$ cat src/rtl/avalon_bus_arbiter.sv
// Round-robin arbiter sharing one Avalon-MM master between the fetch (I) and
// load/store (D) paths; master signals come only from registers and hold across stalls.
module avalon_bus_arbiter #(
    parameter int ADDR_W = 32,
    parameter int DATA_W = 32
) (
    input  logic                clk,
    input  logic                reset,

    input  logic [ADDR_W-1:0]   i_address,
    input  logic                i_read,
    input  logic                i_write,
    input  logic [DATA_W-1:0]   i_writedata,
    input  logic [DATA_W/8-1:0] i_byteenable,
    output logic                i_waitrequest,
    output logic [DATA_W-1:0]   i_readdata,

    input  logic [ADDR_W-1:0]   d_address,
    input  logic                d_read,
    input  logic                d_write,
    input  logic [DATA_W-1:0]   d_writedata,
    input  logic [DATA_W/8-1:0] d_byteenable,
    output logic                d_waitrequest,
    output logic [DATA_W-1:0]   d_readdata,

    output logic [ADDR_W-1:0]   address,
    output logic                read,
    output logic                write,
    output logic [DATA_W-1:0]   writedata,
    output logic [DATA_W/8-1:0] byteenable,
    input  logic                waitrequest,
    input  logic [DATA_W-1:0]   readdata
);
    localparam int BE_W    = DATA_W / 8;
    localparam int NUM_REQ = 2;
    localparam int REQ_I   = 0;
    localparam int REQ_D   = 1;

    typedef enum logic [1:0] {IDLE, GRANT_I, GRANT_D} state_t;

    state_t state;
    logic   last_grant;   // 1: D was granted last, so I wins the next tie

    logic [NUM_REQ-1:0][ADDR_W-1:0] req_addr;
    logic [NUM_REQ-1:0][DATA_W-1:0] req_wdata;
    logic [NUM_REQ-1:0][BE_W-1:0]   req_be;
    logic [NUM_REQ-1:0]             req_rd;
    logic [NUM_REQ-1:0]             req_wr;
    logic [NUM_REQ-1:0]             req_any;
    logic [NUM_REQ-1:0]             req_rd_only;
    logic [NUM_REQ-1:0]             granted;
    logic [NUM_REQ-1:0]             done;
    logic                           pick;

    assign req_addr  = {d_address, i_address};
    assign req_wdata = {d_writedata, i_writedata};
    assign req_be    = {d_byteenable, i_byteenable};
    assign req_rd    = {d_read, i_read};
    assign req_wr    = {d_write, i_write};
    assign granted   = {state == GRANT_D, state == GRANT_I};

    // Write takes precedence when a requester raises both strobes.
    generate
        for (genvar g = 0; g < NUM_REQ; g++) begin : g_req
            assign req_any[g]     = req_rd[g] | req_wr[g];
            assign req_rd_only[g] = req_rd[g] & ~req_wr[g];
            assign done[g]        = granted[g] & ~waitrequest;
        end
    endgenerate

    assign pick = req_any[REQ_D] & (~req_any[REQ_I] | ~last_grant);

    assign i_waitrequest = ~done[REQ_I];
    assign d_waitrequest = ~done[REQ_D];
    assign i_readdata    = readdata;
    assign d_readdata    = readdata;

    always_ff @(posedge clk) begin
        if (reset) begin
            state      <= IDLE;
            last_grant <= 1'b1;
            address    <= '0;
            read       <= 1'b0;
            write      <= 1'b0;
            writedata  <= '0;
            byteenable <= '0;
        end else begin
            case (state)
                IDLE: begin
                    if (|req_any) begin
                        state      <= pick ? GRANT_D : GRANT_I;
                        address    <= req_addr[pick];
                        writedata  <= req_wdata[pick];
                        byteenable <= req_be[pick];
                        write      <= req_wr[pick];
                        read       <= req_rd_only[pick];
                    end
                end
                GRANT_I, GRANT_D: begin
                    if (!waitrequest) begin
                        state      <= IDLE;
                        last_grant <= (state == GRANT_D);
                        read       <= 1'b0;
                        write      <= 1'b0;
                    end
                end
                default: state <= IDLE;
            endcase
        end
    end
endmodule

$ cat config.mk
export PLATFORM = sky130hd
export DESIGN_NAME = avalon_bus_arbiter
export DESIGN_NICKNAME = d
export VERILOG_FILES = /design/src/rtl/avalon_bus_arbiter.sv
export SDC_FILE = /design/constraint.sdc
export NUM_CORES = 1
export LEC_CHECK = 0
export BUFFER_PORTS_ARGS = -buffer_cell sky130_fd_sc_hd__buf_4
export CAP_MARGIN = 20
export CORE_AREA = 2 2 122 124
export CTS_CLUSTER_DIAMETER = 60
export CTS_CLUSTER_SIZE = 16
export DETAILED_ROUTE_END_ITERATION = 6
export DIE_AREA = 0 0 124 126
export GPL_TIMING_DRIVEN = 1
export SLEW_MARGIN = 25
export SYNTH_ARGS = -nofsm -noshare
export SYNTH_HDL_FRONTEND = slang
export SYNTH_SLANG_ARGS = --single-unit
$ cat constraint.sdc
create_clock -name clk -period 1.6 [get_ports clk]
set_input_delay 0.16 -clock clk [delete_from_list [all_inputs] [get_ports clk]]
set_output_delay 0.16 -clock clk [all_outputs]
set_load 0.005 [all_outputs]
==> results of run 1 <==
final timing paths:
path	startpoint	to	slack, ps
max	state[0]	state[0]	90
min reg2reg	state[0]	state[0]	520
min	reset	address[29]	100
max reg2reg	state[0]	state[0]	90
per-layer routing:
| metal | global-route usage | up-vias |
|---|---|---|
| met1 | 0.161 | 1857 |
| met5 | 0.00987 | - |
| met3 | 0.0688 | 18 |
| li1 | - | 1902 |
| met2 | 0.304 | 221 |
| met4 | 0.0562 | 0 |
per-stage QoR:
stage | utilization | hold slack [ps] | setup slack [ps] | total power [W] | setup TNS [ps]
floorplan | - | 323 | 109 | 0.00415 | 0
global placement | 0.392 | 320 | 69.8 | 0.00515 | 0
detailed placement | 0.392 | 320 | -6.42 | 0.00522 | -11.7
CTS | 0.413 | 89.1 | 12.2 | 0.00734 | 0
global route | 0.422 | 99.7 | -1.16 | 0.00790 | -1.16
finish | 0.422 | 100 | 92.1 | 0.00746 | 0
power groups by stage:
| stage | clock (W) | sequential (W) | combinational (W) |
|---|---|---|---|
| floorplan | 0 | 0.00246 | 0.00169 |
| finish | 0.00209 | 0.00243 | 0.00294 |
| detailed placement | 0 | 0.00247 | 0.00275 |
| global route | 0.00222 | 0.00248 | 0.00320 |
| global placement | 0 | 0.00245 | 0.00269 |
| CTS | 0.00215 | 0.00244 | 0.00275 |
cells by family after synthesis:
kind of cell / Yosys count / share of synthesized area
compound gates: 80 / 0.261
fa+ha+maj: 4 / 0.0118
buf+inv: 105 / 0.173
flops: 73 / 0.344
simple gates: 224 / 0.211
flip-flops by register name (all words and copies together) (netlist names):
signal / cells
state: 2
address: 32
byteenable: 4
read: 1
last_grant: 1
write: 1
writedata: 32
Yosys cell counts, types with 2 or more instances:
| cell type | n |
|---|---|
| nand2_1 | 138 |
| o21ai_2 | 2 |
| clkbuf_1 | 14 |
| inv_1 | 3 |
| dfxtp_1 | 73 |
| buf_6 | 10 |
| buf_4 | 67 |
| buf_2 | 11 |
| a32oi_1 | 2 |
| nor2b_1 | 4 |
| ha_1 | 4 |
| nand2b_1 | 4 |
| nor2_1 | 73 |
| o21ai_0 | 2 |
| a311oi_2 | 68 |
| a21oi_1 | 2 |
layout make-up:
class                   instances  area (sq um)  share of cell area
flip-flops and latches         73          1460               0.242
repair buffers                242          1960               0.324
inverters                       3          11.3             0.00186
clock buffers                  14           274              0.0454
multi-input cells             308          2070               0.343
well taps                     184           230              0.0381
clock inverters                 2          35.0             0.00580
worst register-to-register path, delay by kind of cell, from the launching register on:
kind	cells	cell delay (ps)
AOI/OAI and AO/OA	1	220
adders and majority gates	1	200
buffers and inverters	3	420
DFF	1	350
and+or+nand+nor	2	200
repair_timing:
action / CTS / global route
setup endpoints to repair: 7 / 49
pin swaps: 0 / 1
setup buffers: 0 / 8
gates resized for setup: 1 / 2
cloned: 0 / 3
==> run summary, run 1 <==
Outcome: finished clean
Cell Count Post-Placement: 799
Final instance area: 6040 sq um
Synth warn: 0
Worst EP required: 1820 ps
CTS buffer count: 9
P_leak: 2.74 nW
DP HPWL: 10,300 microns
Fin crit share: 0.942
Core area: 14,300 sq um
Syn avg cell area: 8.75 sq um
FF-to-FF path depth: 7
Part of the power in registers: 0.326
Largest stage delay, worst path: 350 ps
Antenna diode instance count: 0
Antenna Violating Nets Remaining: 0
Clk pin slew, worst setup/hold paths: 60 ps
Wl on met1: 4870 microns
Share of the synthesized area in the top cell type: 0.344
Antenna violations before repair: 0
CP Class: flip-flop to flip-flop
Power per cell area: 1230 nW/um^2
Comb pwr share: 0.394
Slew Limit Headroom: 0.737
Placed cell areas: 5610 sq um
Worst-skew pair later-pin latency: 330 ps
Top layer in use: met4
Sequential area share after synthesis: 0.344
Drt first-iter violations: 181
Clock sink count: 73
IO Count: 311
Vias in the first global route: 3,916
Via density: 4.84
H-tree depth: 3
Post-synth ARST share: 0
Sw frac: 0.319
Synthesized area: 4250 sq um
Final Hold Fails: 0
Nets@finish: 816
Initial Util: 0.297
WL met2: 7420 microns
DRT Wirelength: 14,000 microns
Hold Crit Class: input pin to flip-flop
Fmax achieved: 663 MHz
First-pass GRT wire length: 20,000 microns
Cells after Synth: 486
Max_cap viols: 0
Die W: 124 microns
Commonest non-fill, non-tap cell in the layout: buf_4
Drt pass-1 iters: 4
Arr. time, crit path: 1720 ps
Clk pwr share: 0.280
Post-DR wirelength/cell: 17.0 microns
Slew @ Worst Pin: 392 ps
Die height: 126 microns
Crit path cell chain: inv_2, ha_1, nor2b_4, buf_4, clkbuf_16, a32oi_1, nor2_1
WL met3: 1480 microns
Die area: 15,600 sq um
Post-Layout Cell Count: 826
Startpoint Class: flip-flop
Net Sw Power: 0.00238 W
Input/output buffers: 214
FP Rows: 44
Commonest cells after routing, fill and taps aside: 231 x buf_4, 138 x nand2_1, 73 x nor2_1
CTS tree: yes
Post-synth top area cell: dfxtp_1
#FFs+latches synth: 73
Crit path depth: 7
DRC: 0
Final Max Slew Viols: 0
Synth area leaders: dfxtp_1 34%, a311oi_2 24%, nand2_1 12%
Fill cell count: 1,414
Clock Skew: 3.59 ps
Largest fanout on the critical path: 18
Vias: 3,998
Pint: 0.00508 W
Routability cong.: 0.788
CP Buf/Inv Count: 3
CTS Buffer Depth: 2
Share of cells above drive strength 1: 0.517
Delay-heaviest family, CP: buffers and inverters
Hold path depth: 2
CTS Hold Buffers Added: 0
EDFF count, synth: 0
Area Overhead vs Synth: 42.1%
Synth cell types: 25
Minimum clock period after layout: 1510 ps
Largest net degree at the start of global routing: 71
Gr ovfl total: 0
Root buf cell: clkbuf_16
CP endpoint kind: flip-flop
Main flop type after synthesis: dfxtp_1
Final setup fails: 0
Post-synth net total: 665
Worst VDD drop: 0.000452 V
Gr usage total: 0.164
Slowest-stage cell, CP: dfxtp_2
(Power assumes the default switching activity.)
==> run 2, diff against run 1 <==
--- a/config.mk
+++ b/config.mk
@@ -17,3 +17,4 @@
 export SYNTH_ARGS = -nofsm -noshare
 export SYNTH_HDL_FRONTEND = slang
 export SYNTH_SLANG_ARGS = --single-unit
+export TNS_END_PERCENT = 20
==> constraint.sdc (replaced) <==
create_clock -name clk -period 1.6 [get_ports clk]
set_input_delay 0.16 -clock clk [delete_from_list [all_inputs] [get_ports clk]]
set_output_delay 0.16 -clock clk [all_outputs]
set_load 0.01 [all_outputs]
==> run 2 against run 1 <==
Non-clock buffer count is 1 lower; clock skew hardly changed; clock power hardly changed; largest power group unchanged; first-iteration DRC count is 7.2% lower; die area stayed put; cell count is 0.12% lower.
==> run summary, run 2 (synthesized netlist as in run 1, its figures left out) <==
Setup TNS: 0 ps (unchanged)
DRT Wirelength: 14,000 microns (about the same)
Final worst setup slack: 89.9 ps (-2.13 ps)
IO Count: 311 (unchanged)
Largest stage delay, worst path: 330 ps (-20 ps)
Drt pass-1 iters: 4 (unchanged)
Hold_ws: 101 ps (+0.398 ps)
Die W: 124 microns (unchanged)
Vias in the first global route: 3,916 (unchanged)
Die area: 15,600 sq um (unchanged)
Gr usage total: 0.164 (unchanged)
Power per cell area: 1260 nW/um^2 (+2.1%)
Antenna diode instance count: 0 (unchanged)
Clock sink count: 73 (unchanged)
CP Class: flip-flop to flip-flop
First-pass GRT wire length: 20,000 microns (unchanged)
Commonest non-fill, non-tap cell in the layout: buf_4
CP endpoint kind: flip-flop
FF-to-FF path depth: 7 (unchanged)
Final setup fails: 0 (unchanged)
RSZ-0062 raised after global routing: yes
Area Overhead vs Synth: 41.9%
Post-DR wirelength/cell: 17.0 microns (+0.16%)
Outcome: finished clean
Core area: 14,300 sq um (unchanged)
Minimum clock period after layout: 1510 ps (+2.13 ps)
Critical Path Sink: writedata[17]
Util after Layout: 0.422 (-0.000524)
Fmax achieved: 662 MHz (-0.14%)
Commonest cells after routing, fill and taps aside: 230 x buf_4, 138 x nand2_1, 73 x nor2_1
Slowest-stage cell, CP: dfxtp_2
DRC: 0 (unchanged)
Arr. time, crit path: 1750 ps (+30 ps)
Clock Skew: 3.86 ps (+0.262 ps)
Drt first-iter violations: 168 (-7.2%)
CTS Buffer Depth: 2 (unchanged)
Startpoint Class: flip-flop
FP Rows: 44 (unchanged)
Clk pin slew, worst setup/hold paths: 60 ps (about the same)
Biggest registers after layout: address (32), writedata (32), byteenable (4)
Setup slack at placement: -6.42 ps (unchanged)
R2R setup slack: 90 ps (about the same)
Worst VDD drop: 0.000454 V (+0.52%)
P_leak: 2.74 nW (-0.17%)
Worst EP required: 1840 ps (+20 ps)
Share of cells above drive strength 1: 0.516 (-0.000753)
Vias: 4,002 (+0.10%)
Die height: 126 microns (unchanged)
DP HPWL: 10,300 microns (unchanged)
Root buf cell: clkbuf_16
CTS buffer count: 9 (unchanged)
Largest fanout on the critical path: 15 (-3)
R2r endpoint: writedata[17]
Fin crit share: 0.944 (+0.00133)
Via density: 4.85 (+0.22%)
H-tree depth: 3 (unchanged)
Slew Limit Headroom: 0.736 (about the same)
Routability cong.: 0.788 (unchanged)
Antenna violations before repair: 0 (unchanged)
Worst-skew pair later-pin latency: 330 ps (about the same)
Final Max Slew Viols: 0 (unchanged)
Initial Util: 0.297 (unchanged)
Crit path cell chain: inv_2, ha_1, nor2b_4, buf_12, buf_4, nor2_1, a311oi_2
Gr ovfl total: 0 (unchanged)
Nets@finish: 815 (-0.12%)
Largest net degree at the start of global routing: 71 (unchanged)
Input/output buffers: 214 (unchanged)
CTS tree: yes
Max_cap viols: 0 (unchanged)
Slew @ Worst Pin: 393 ps (+0.478 ps)
Critical Path Start: state[0]
Antenna Violating Nets Remaining: 0 (unchanged)
R2r startpoint: state[0]
Final Hold Fails: 0 (unchanged)
Hold Crit Class: input pin to flip-flop
==> run 2: worst min path at each step <==
stage,start,to,depth (start not counted),slack [ps]
floorplan,i_read,read,2,320
global placement,readdata[16],i_readdata[16],0,320
detailed placement,readdata[16],i_readdata[16],0,320
CTS,reset,writedata[24],2,90
global route,reset,address[29],2,100
finish,reset,address[29],2,100
==> run 2: layout make-up <==
| type | instances | area, sq um |
|---|---|---|
| Multi-Input combinational cell | 308 | 2070 |
| Clock buffer | 14 | 274 |
| Sequential cell | 73 | 1460 |
| Tap cell | 184 | 230 |
| Fill cell | 1414 | 8280 |
| Timing Repair Buffer | 241 | 1950 |
| Clock inverter | 2 | 35.0 |
| Inverter | 3 | 11.3 |
==> run 2: power by group <==
part           switching (W)  total [W]  internal [W]
combinational        0.00154    0.00308       0.00155
clock               0.000755    0.00209       0.00133
sequential          0.000228    0.00243       0.00221
==> run 2: per-layer routing <==
metal	up-vias	part of all wire	wire length [microns]	track usage
met2	233	0.53	7420	0.304
met3	17	0.11	1530	0.0688
met4	0	0.018	246	0.0562
li1	1900	-	-	-
met5	-	0	0	0.00987
met1	1852	0.34	4840	0.161
==> run 2: metrics by stage <==
step | instance area, sq um | total power (W) | std cells
after floorplan | 4250 | 0.00432 | 486
after global placement | 5610 | 0.00530 | 799
after detailed placement | 5610 | 0.00537 | 799
after CTS | 5920 | 0.00749 | 815
after global routing | 6030 | 0.00804 | 825
final | 6030 | 0.00761 | 825
==> run 2: critical path, delay by kind of cell, from the launching register on <==
family,cells,cell delay (ps)
flip-flops,1,330
buffers and inverters,3,420
AO/OA/AOI/OAI,1,230
AND/OR/NAND/NOR,2,270
adder cells (fa/ha/maj),1,160
==> run 2: repair_timing <==
item | in CTS | in global routing
resized for setup | 1 | 2
pin swaps | 0 | 1
setup endpoints to repair | 7 | 49
buffers inserted | 0 | 7
hold buffers | 0 | 0
gates cloned | 0 | 3
